<file path="src/rtl/msx_status_writer_pkg.sv">
// Shared MSX definitions for the status write-back path: info-field bit
// positions in the 64-bit OSD status word, the writer FSM state type and
// the status word typedefs.
package msx_status_writer_pkg;

  typedef logic [63:0] status_word_t;
  typedef logic [5:0]  mapper_typ_t;
  typedef logic [2:0]  sram_size_t;

  // Read-only info fields owned by the writer; user-selected fields are never touched.
  localparam int DET_MAPPER_A_LSB = 40;
  localparam int DET_MAPPER_A_MSB = 45;
  localparam int DET_MAPPER_B_LSB = 46;
  localparam int DET_MAPPER_B_MSB = 51;
  localparam int DET_SRAM_A_LSB   = 52;
  localparam int DET_SRAM_A_MSB   = 54;

  typedef enum logic [1:0] {
    ST_IDLE = 2'd0,
    ST_LOAD = 2'd1,
    ST_SET  = 2'd2,
    ST_WAIT = 2'd3
  } wr_state_t;

endpackage

</file>
<file path="src/rtl/msx_status_writer_if.sv">
// Status return path between cart detection, the writer and hps_io.
// Handshake: detect_valid[i] is a 1-cycle pulse qualifying mapper/sram for
// slot i (no back-pressure, latest pulse wins). status_set is a 1-cycle
// strobe; status_out is stable from the strobe until the writer sees the
// written field(s) echoed back on HPS_status or gives up.
interface msx_status_writer_if;
  import msx_status_writer_pkg::*;

  status_word_t    HPS_status;
  logic [1:0]      detect_valid;
  mapper_typ_t [1:0] mapper_detected;
  sram_size_t  [1:0] sram_size_detected;
  status_word_t    status_out;
  logic            status_set;

  modport master (
    input  HPS_status, detect_valid, mapper_detected, sram_size_detected,
    output status_out, status_set
  );

  modport slave (
    output HPS_status, detect_valid, mapper_detected, sram_size_detected,
    input  status_out, status_set
  );

endinterface

</file>
<file path="src/rtl/msx_status_field_merge.sv">
// Combinational field merge: replaces the selected slot's info field(s) in
// a base status word and reports whether the base already holds them.
// MSX_STATUS_SRAM_EN: slot A also carries the SRAM size field.
module msx_status_field_merge
  import msx_status_writer_pkg::*;
(
  input  status_word_t base,
  input  logic         slot,
  input  mapper_typ_t  mapper,
`ifdef MSX_STATUS_SRAM_EN
  input  sram_size_t   sram,
`endif
  output status_word_t merged,
  output logic         match
);

  // Splice the slot's fields into the base word and compare them in place.
  always_comb begin
    merged = base;
    match  = 1'b0;
    if (!slot) begin
      merged[DET_MAPPER_A_MSB:DET_MAPPER_A_LSB] = mapper;
      match = (base[DET_MAPPER_A_MSB:DET_MAPPER_A_LSB] == mapper);
`ifdef MSX_STATUS_SRAM_EN
      merged[DET_SRAM_A_MSB:DET_SRAM_A_LSB] = sram;
      match = match && (base[DET_SRAM_A_MSB:DET_SRAM_A_LSB] == sram);
`endif
    end else begin
      merged[DET_MAPPER_B_MSB:DET_MAPPER_B_LSB] = mapper;
      match = (base[DET_MAPPER_B_MSB:DET_MAPPER_B_LSB] == mapper);
    end
  end

endmodule

</file>
<file path="src/rtl/msx_status_writer.sv">
// Writes auto-detected cart info (mapper per slot, slot-A SRAM size) back
// into the hps_io status word so the OSD shows it, then waits for the echo
// and retries on timeout. Optional macro: MSX_STATUS_SRAM_EN (also write
// the slot-A SRAM size field; otherwise bits [54:52] pass through).
module msx_status_writer
  import msx_status_writer_pkg::*;
#(
  parameter int ECHO_TIMEOUT = 4096,
  parameter int MAX_RETRY    = 3
) (
  input  logic                clk,
  input  logic                reset_n,
  msx_status_writer_if.master bus,
  output logic                busy,
  output logic                err,
  output wr_state_t           state_dbg
);

  localparam int TW = (ECHO_TIMEOUT > 2) ? $clog2(ECHO_TIMEOUT) : 1;
  localparam int RW = $clog2(MAX_RETRY + 1);

  wr_state_t         state;
  logic [1:0]        pend;
  mapper_typ_t [1:0] pend_map;
  logic              wr_slot;
  mapper_typ_t       wr_map;
  logic [TW-1:0]     timer;
  logic [RW-1:0]     retry;
`ifdef MSX_STATUS_SRAM_EN
  sram_size_t        pend_sram;
  sram_size_t        wr_sram;
  sram_size_t        cur_sram;
`endif

  logic         first_load;
  mapper_typ_t  cur_map;
  status_word_t merged;
  logic         match;

  // A fresh update takes the pending value; retries and the echo wait reuse the in-flight value.
  assign first_load = (state == ST_LOAD) && (retry == '0);
  assign cur_map    = first_load ? pend_map[wr_slot] : wr_map;
`ifdef MSX_STATUS_SRAM_EN
  assign cur_sram   = first_load ? pend_sram : wr_sram;
`endif

  assign busy      = (state != ST_IDLE);
  assign state_dbg = state;

  msx_status_field_merge u_merge (
    .base   (bus.HPS_status),
    .slot   (wr_slot),
    .mapper (cur_map),
`ifdef MSX_STATUS_SRAM_EN
    .sram   (cur_sram),
`endif
    .merged (merged),
    .match  (match)
  );

  // Writer FSM with echo timer, retry count and per-slot pending capture.
  always_ff @(posedge clk or negedge reset_n) begin
    if (!reset_n) begin
      state          <= ST_IDLE;
      pend           <= '0;
      pend_map       <= '0;
      wr_slot        <= 1'b0;
      wr_map         <= '0;
      timer          <= '0;
      retry          <= '0;
      err            <= 1'b0;
      bus.status_out <= '0;
      bus.status_set <= 1'b0;
`ifdef MSX_STATUS_SRAM_EN
      pend_sram      <= '0;
      wr_sram        <= '0;
`endif
    end else begin
      case (state)
        ST_IDLE: begin
          timer <= '0;
          if (pend[0]) begin
            wr_slot <= 1'b0;
            state   <= ST_LOAD;
          end else if (pend[1]) begin
            wr_slot <= 1'b1;
            state   <= ST_LOAD;
          end
        end
        ST_LOAD: begin
          if (first_load) pend[wr_slot] <= 1'b0;
          wr_map <= cur_map;
`ifdef MSX_STATUS_SRAM_EN
          wr_sram <= cur_sram;
`endif
          if (match) begin
            retry <= '0;
            state <= ST_IDLE;
          end else begin
            bus.status_out <= merged;
            bus.status_set <= 1'b1;
            state          <= ST_SET;
          end
        end
        ST_SET: begin
          bus.status_set <= 1'b0;
          timer          <= '0;
          state          <= ST_WAIT;
        end
        ST_WAIT: begin
          if (match) begin
            retry <= '0;
            state <= ST_IDLE;
          end else if (timer == TW'(ECHO_TIMEOUT - 1)) begin
            if (int'(retry) + 1 < MAX_RETRY) begin
              retry <= retry + 1'b1;
              state <= ST_LOAD;
            end else begin
              err   <= 1'b1;
              retry <= '0;
              state <= ST_IDLE;
            end
          end else begin
            timer <= timer + 1'b1;
          end
        end
        default: state <= ST_IDLE;
      endcase

      // Capture last so a pulse coinciding with LOAD re-queues the slot with the new value.
      for (int i = 0; i < 2; i++) begin
        if (bus.detect_valid[i]) begin
          pend[i]     <= 1'b1;
          pend_map[i] <= bus.mapper_detected[i];
        end
      end
`ifdef MSX_STATUS_SRAM_EN
      if (bus.detect_valid[0]) pend_sram <= bus.sram_size_detected[0];
`endif
    end
  end

endmodule

</file>
<file path="src/flat_wrapper.sv">
// flat-port wrapper written by rule: the top's interface ports become plain ports
module msx_status_writer_flat import msx_status_writer_pkg::*;
#(
  parameter int ECHO_TIMEOUT = 4096,
  parameter int MAX_RETRY    = 3
)
  (clk, reset_n, busy, err, state_dbg, bus_HPS_status, bus_detect_valid, bus_mapper_detected, bus_sram_size_detected, bus_status_out, bus_status_set);
  msx_status_writer_if bus_i ();
  input  logic clk;
  input  logic reset_n;
  output logic busy;
  output logic err;
  output wr_state_t state_dbg;
  input wire logic [$bits(bus_i.HPS_status)-1:0] bus_HPS_status;
  input wire logic [$bits(bus_i.detect_valid)-1:0] bus_detect_valid;
  input wire logic [$bits(bus_i.mapper_detected)-1:0] bus_mapper_detected;
  input wire logic [$bits(bus_i.sram_size_detected)-1:0] bus_sram_size_detected;
  output wire logic [$bits(bus_i.status_out)-1:0] bus_status_out;
  output wire logic [$bits(bus_i.status_set)-1:0] bus_status_set;
  assign bus_i.HPS_status = bus_HPS_status;
  assign bus_i.detect_valid = bus_detect_valid;
  assign bus_i.mapper_detected = bus_mapper_detected;
  assign bus_i.sram_size_detected = bus_sram_size_detected;
  assign bus_status_out = bus_i.status_out;
  assign bus_status_set = bus_i.status_set;
  msx_status_writer #(.ECHO_TIMEOUT(ECHO_TIMEOUT), .MAX_RETRY(MAX_RETRY)) u_core (.clk(clk), .reset_n(reset_n), .bus(bus_i), .busy(busy), .err(err), .state_dbg(state_dbg));
endmodule
</file>
<file path="config.mk">
export PLATFORM = sky130hd
export DESIGN_NAME = msx_status_writer_flat
export DESIGN_NICKNAME = d
export VERILOG_FILES = /design/src/rtl/msx_status_writer_pkg.sv /design/src/rtl/msx_status_writer_if.sv /design/src/rtl/msx_status_field_merge.sv /design/src/rtl/msx_status_writer.sv /design/src/flat_wrapper.sv
export SDC_FILE = /design/constraint.sdc
export NUM_CORES = 1
export LEC_CHECK = 0
export ABC_CLOCK_PERIOD_IN_PS = 8700
export CORE_MARGIN = 2
export CORE_UTILIZATION = 50
export DETAILED_ROUTE_END_ITERATION = 6
export PLACE_DENSITY = 0.93
export SYNTH_ARGS = -nofsm -noshare
export SYNTH_HDL_FRONTEND = slang
export SYNTH_HIERARCHICAL = 1
export SYNTH_SLANG_ARGS = --single-unit
</file>
<file path="constraint.sdc">
create_clock -name clk -period 8.7 [get_ports clk]
set_input_delay 2.61 -clock clk [delete_from_list [all_inputs] [get_ports clk]]
set_output_delay 2.61 -clock clk [all_outputs]
set_load 0.005 [all_outputs]
</file>
==> impl_results.md <==
- Setup Fix Bufs, Post-CTS: 0
- Startpoint Class: primary input
- Most frequent cells in the layout: clkdlybuf4s50_1, dfrtp_1, mux2_2
- WS Path Type: primary input to flop
- Clock buffer depth: 2
- NumNets Final: 568
- Syn Area/Cell: 12.64 um^2
- Vias in the first global route: 3,363
- Register-to-Register Path Depth: 9
- Fraction of registers with async set/reset: 100.0%
- Overall routing resource usage: 20.06%
- Overall Power: 1.869 mW
- CTS Buf Count: 9
- Worst slew pin tran: 1034 ps
- Final core utilization: 65.14%
- P_leak: 2.542 nW
- Root buffer cell: clkbuf_8
- H-tree depth: 3
- Drt pass-1 iters: 4
- Critical Path Slowest Stage Cell: nor2_4
- Finished Cell Area: 0.006279 mm^2
- Final Slew Violations: 0
- Worst setup EP type: flop
- Die W: 102.9 um
- Setup WS post-layout: 3651 ps
- Final setup TNS: 0 ps
- Number of synthesized register bits: 103
- First-iteration detailed-routing DRC count: 84
- Worst Path Required: 8940 ps
- Dominant synthesized flop cell: dfrtp_1
- Synth warn: 6
- Reg2reg end: u_core/bus.status_out[29]
- Skew final: 11.07 ps
- Antenna violations before repair: 0
- Worst-Skew Late Latency: 360 ps
- Commonest non-fill, non-tap cell in the layout: clkdlybuf4s50_1
- VDD IR max: 148.2 uV
- Die Y: 102.9 um
- Final setup fails: 0
- Layout cells sized above 1: 22.63%
- Cell Area, Placed: 0.006092 mm^2
- Initial Utilization: 50.74%
- CP Capture Point: u_core/bus.status_out[29]
- Hold Fails Final Rpt: 0
- Core Footprint: 0.009639 mm^2
- DR DRC count: 0
- Worst r2r src: u_core/state_dbg[0]
- Post-CTS Hold Fix Bufs: 0
- Post-Place Cells: 603
- Worst hold path depth: 1
- Critical Path AT: 5280 ps
- Clk slew on worst S/H paths: 90 ps
- CTS resizes: 0
- Worst slew margin: 30.68%
- Layout area overhead: 28.37%
- Fin crit share: 58.04%
- CTS tree: built
- Maximum clock rate: 198.1 MHz
- Via count: 3,236
- Vias/cell: 5.228
- Detailed Route WL: 10.27 mm
- Register area share after synthesis: 52.70%
- Post-Syn Area: 0.004891 mm^2
- Worst setup startpoint: bus_HPS_status[46]
- Final min period: 5049 ps
- Routed len/inst: 16.60 um
- Post-DRT Antenna Nets: 0
- FP Rows: 36
- Power per cell area: 297.6 mW/mm^2
- Hold Path Class: flop to flop
- Final Non-Filler Cells: 619
- RSZ-0062 raised after global routing: no
- Pin count of the biggest net entering global routing: 62
- Reg-to-reg slack, setup: 4310 ps
- GP Congestion: 0.7910
- Crit Path Max Fanout: 34
- DP Wirelength: 7.622 mm
- CP Cell Sequence: clkdlybuf4s50_1, mux2i_1, xor2_1, nand4_1, nor3_2, nor2_4, buf_4, mux2_2
- Outcome: complete, no violations
- Count of input and output buffers: 148
- Post-synth EDFFs: 0
- First-pass GRT wire length: 16.37 mm
- Syn nets: 474
- Number of library cell types mapped by synthesis: 43
- Post-Syn Instances: 387
- Maxcap violations: 0
- Antenna fix cells: 0
- CP peak stage delay: 690 ps
- Worst hold slack: 460.2 ps
- DP Worst Slack: 3219 ps
- GRT overflow: 0
- I/O pins: 155
- CTS sink cnt: 103
- Die area: 0.01059 mm^2
cell families (layout without fill, tap and decap cells):
kind of cell	count (synthesis)	in the layout	share of synthesized area, %
AOI/OAI and AO/OA	39	39	5.040
xor gates and xnor gates	8	8	1.432
adders and majority gates	1	1	0.2558
buffers and inverters	73	172	10.03
DFF	103	103	52.70
muxes	104	104	23.54
and+or+nand+nor	59	59	7.009
registers in the layout, indices dropped and copies added, names as in the netlist, named ones only:
name	cells
u_core/wr_slot	1
u_core/wr_map	6
u_core/pend	2
u_core/retry	2
u_core/bus.status_set	1
u_core/bus.status_out	64
u_core/timer	12
u_core/err	1
u_core/state_dbg	1
u_core/pend_map	12
worst max-delay path, delay by kind of cell:
| kind | cells | cell delay [ps] |
|---|---|---|
| xor+xnor | 1 | 180 |
| simple gates | 3 | 970 |
| buf+inv | 2 | 1010 |
| mux | 2 | 490 |
layer usage:
metal	share of wire (%)	vias to the layer above	track usage, %
met3	8.2	15	6.441
met2	50	129	33.07
met5	0	-	0
met1	40	1592	24.59
li1	-	1500	-
met4	1.7	0	7.895
synthesized netlist by cell type, types with 2 or more instances:
library cell  instances  area (um^2)
nand4_1               5        31.28
xnor2_1               4        35.03
nor3_1                3        15.01
clkbuf_1              4        15.01
nand2_1              12        45.04
a311oi_1              2        17.52
a31oi_1               3        18.77
a21o_1                3        22.52
nand3_1               3        15.01
dfrtp_1             103         2577
buf_2                11        55.05
mux2i_1              16        160.2
a21oi_1              19        95.09
o21ai_0               4        20.02
mux2_1                4        45.04
nor3_2                2        20.02
buf_4                52        390.4
nor2_1               12        45.04
inv_1                 5        18.77
nand2b_1              5        31.28
or4_1                 4        30.03
xor2_1                4        35.03
mux2_2               84        945.9
and4_4                2        22.52
o31ai_1               2        15.01
and2_1                2        12.51
area by class of cell:
class	instances	area, um^2
tap	133	166.4
inverter	5	18.77
clock buffer	14	172.7
fill	749	3361
multi-input combinational	211	1828
sequential	103	2577
timing repair buffer	151	1501
clock inverter	2	13.76
where the power goes:
group	internal, mW	total, mW	leakage (nW)	switching [mW]
combinational	0.516	0.796	1.22	0.279
clock	0.128	0.283	0.0967	0.155
sequential	0.671	0.790	1.22	0.119
total	1.32	1.87	2.54	0.553
worst min path at each step:
stage,endpoint,start,slack [ps]
floorplan,u_core/wr_slot,u_core/pend[0],440
global placement,u_core/err,u_core/err,440
detailed placement,u_core/err,u_core/err,450
CTS,u_core/err,u_core/err,460
global route,u_core/err,u_core/err,480
finish,u_core/err,u_core/err,460
Power figures use the tool's default switching activity.
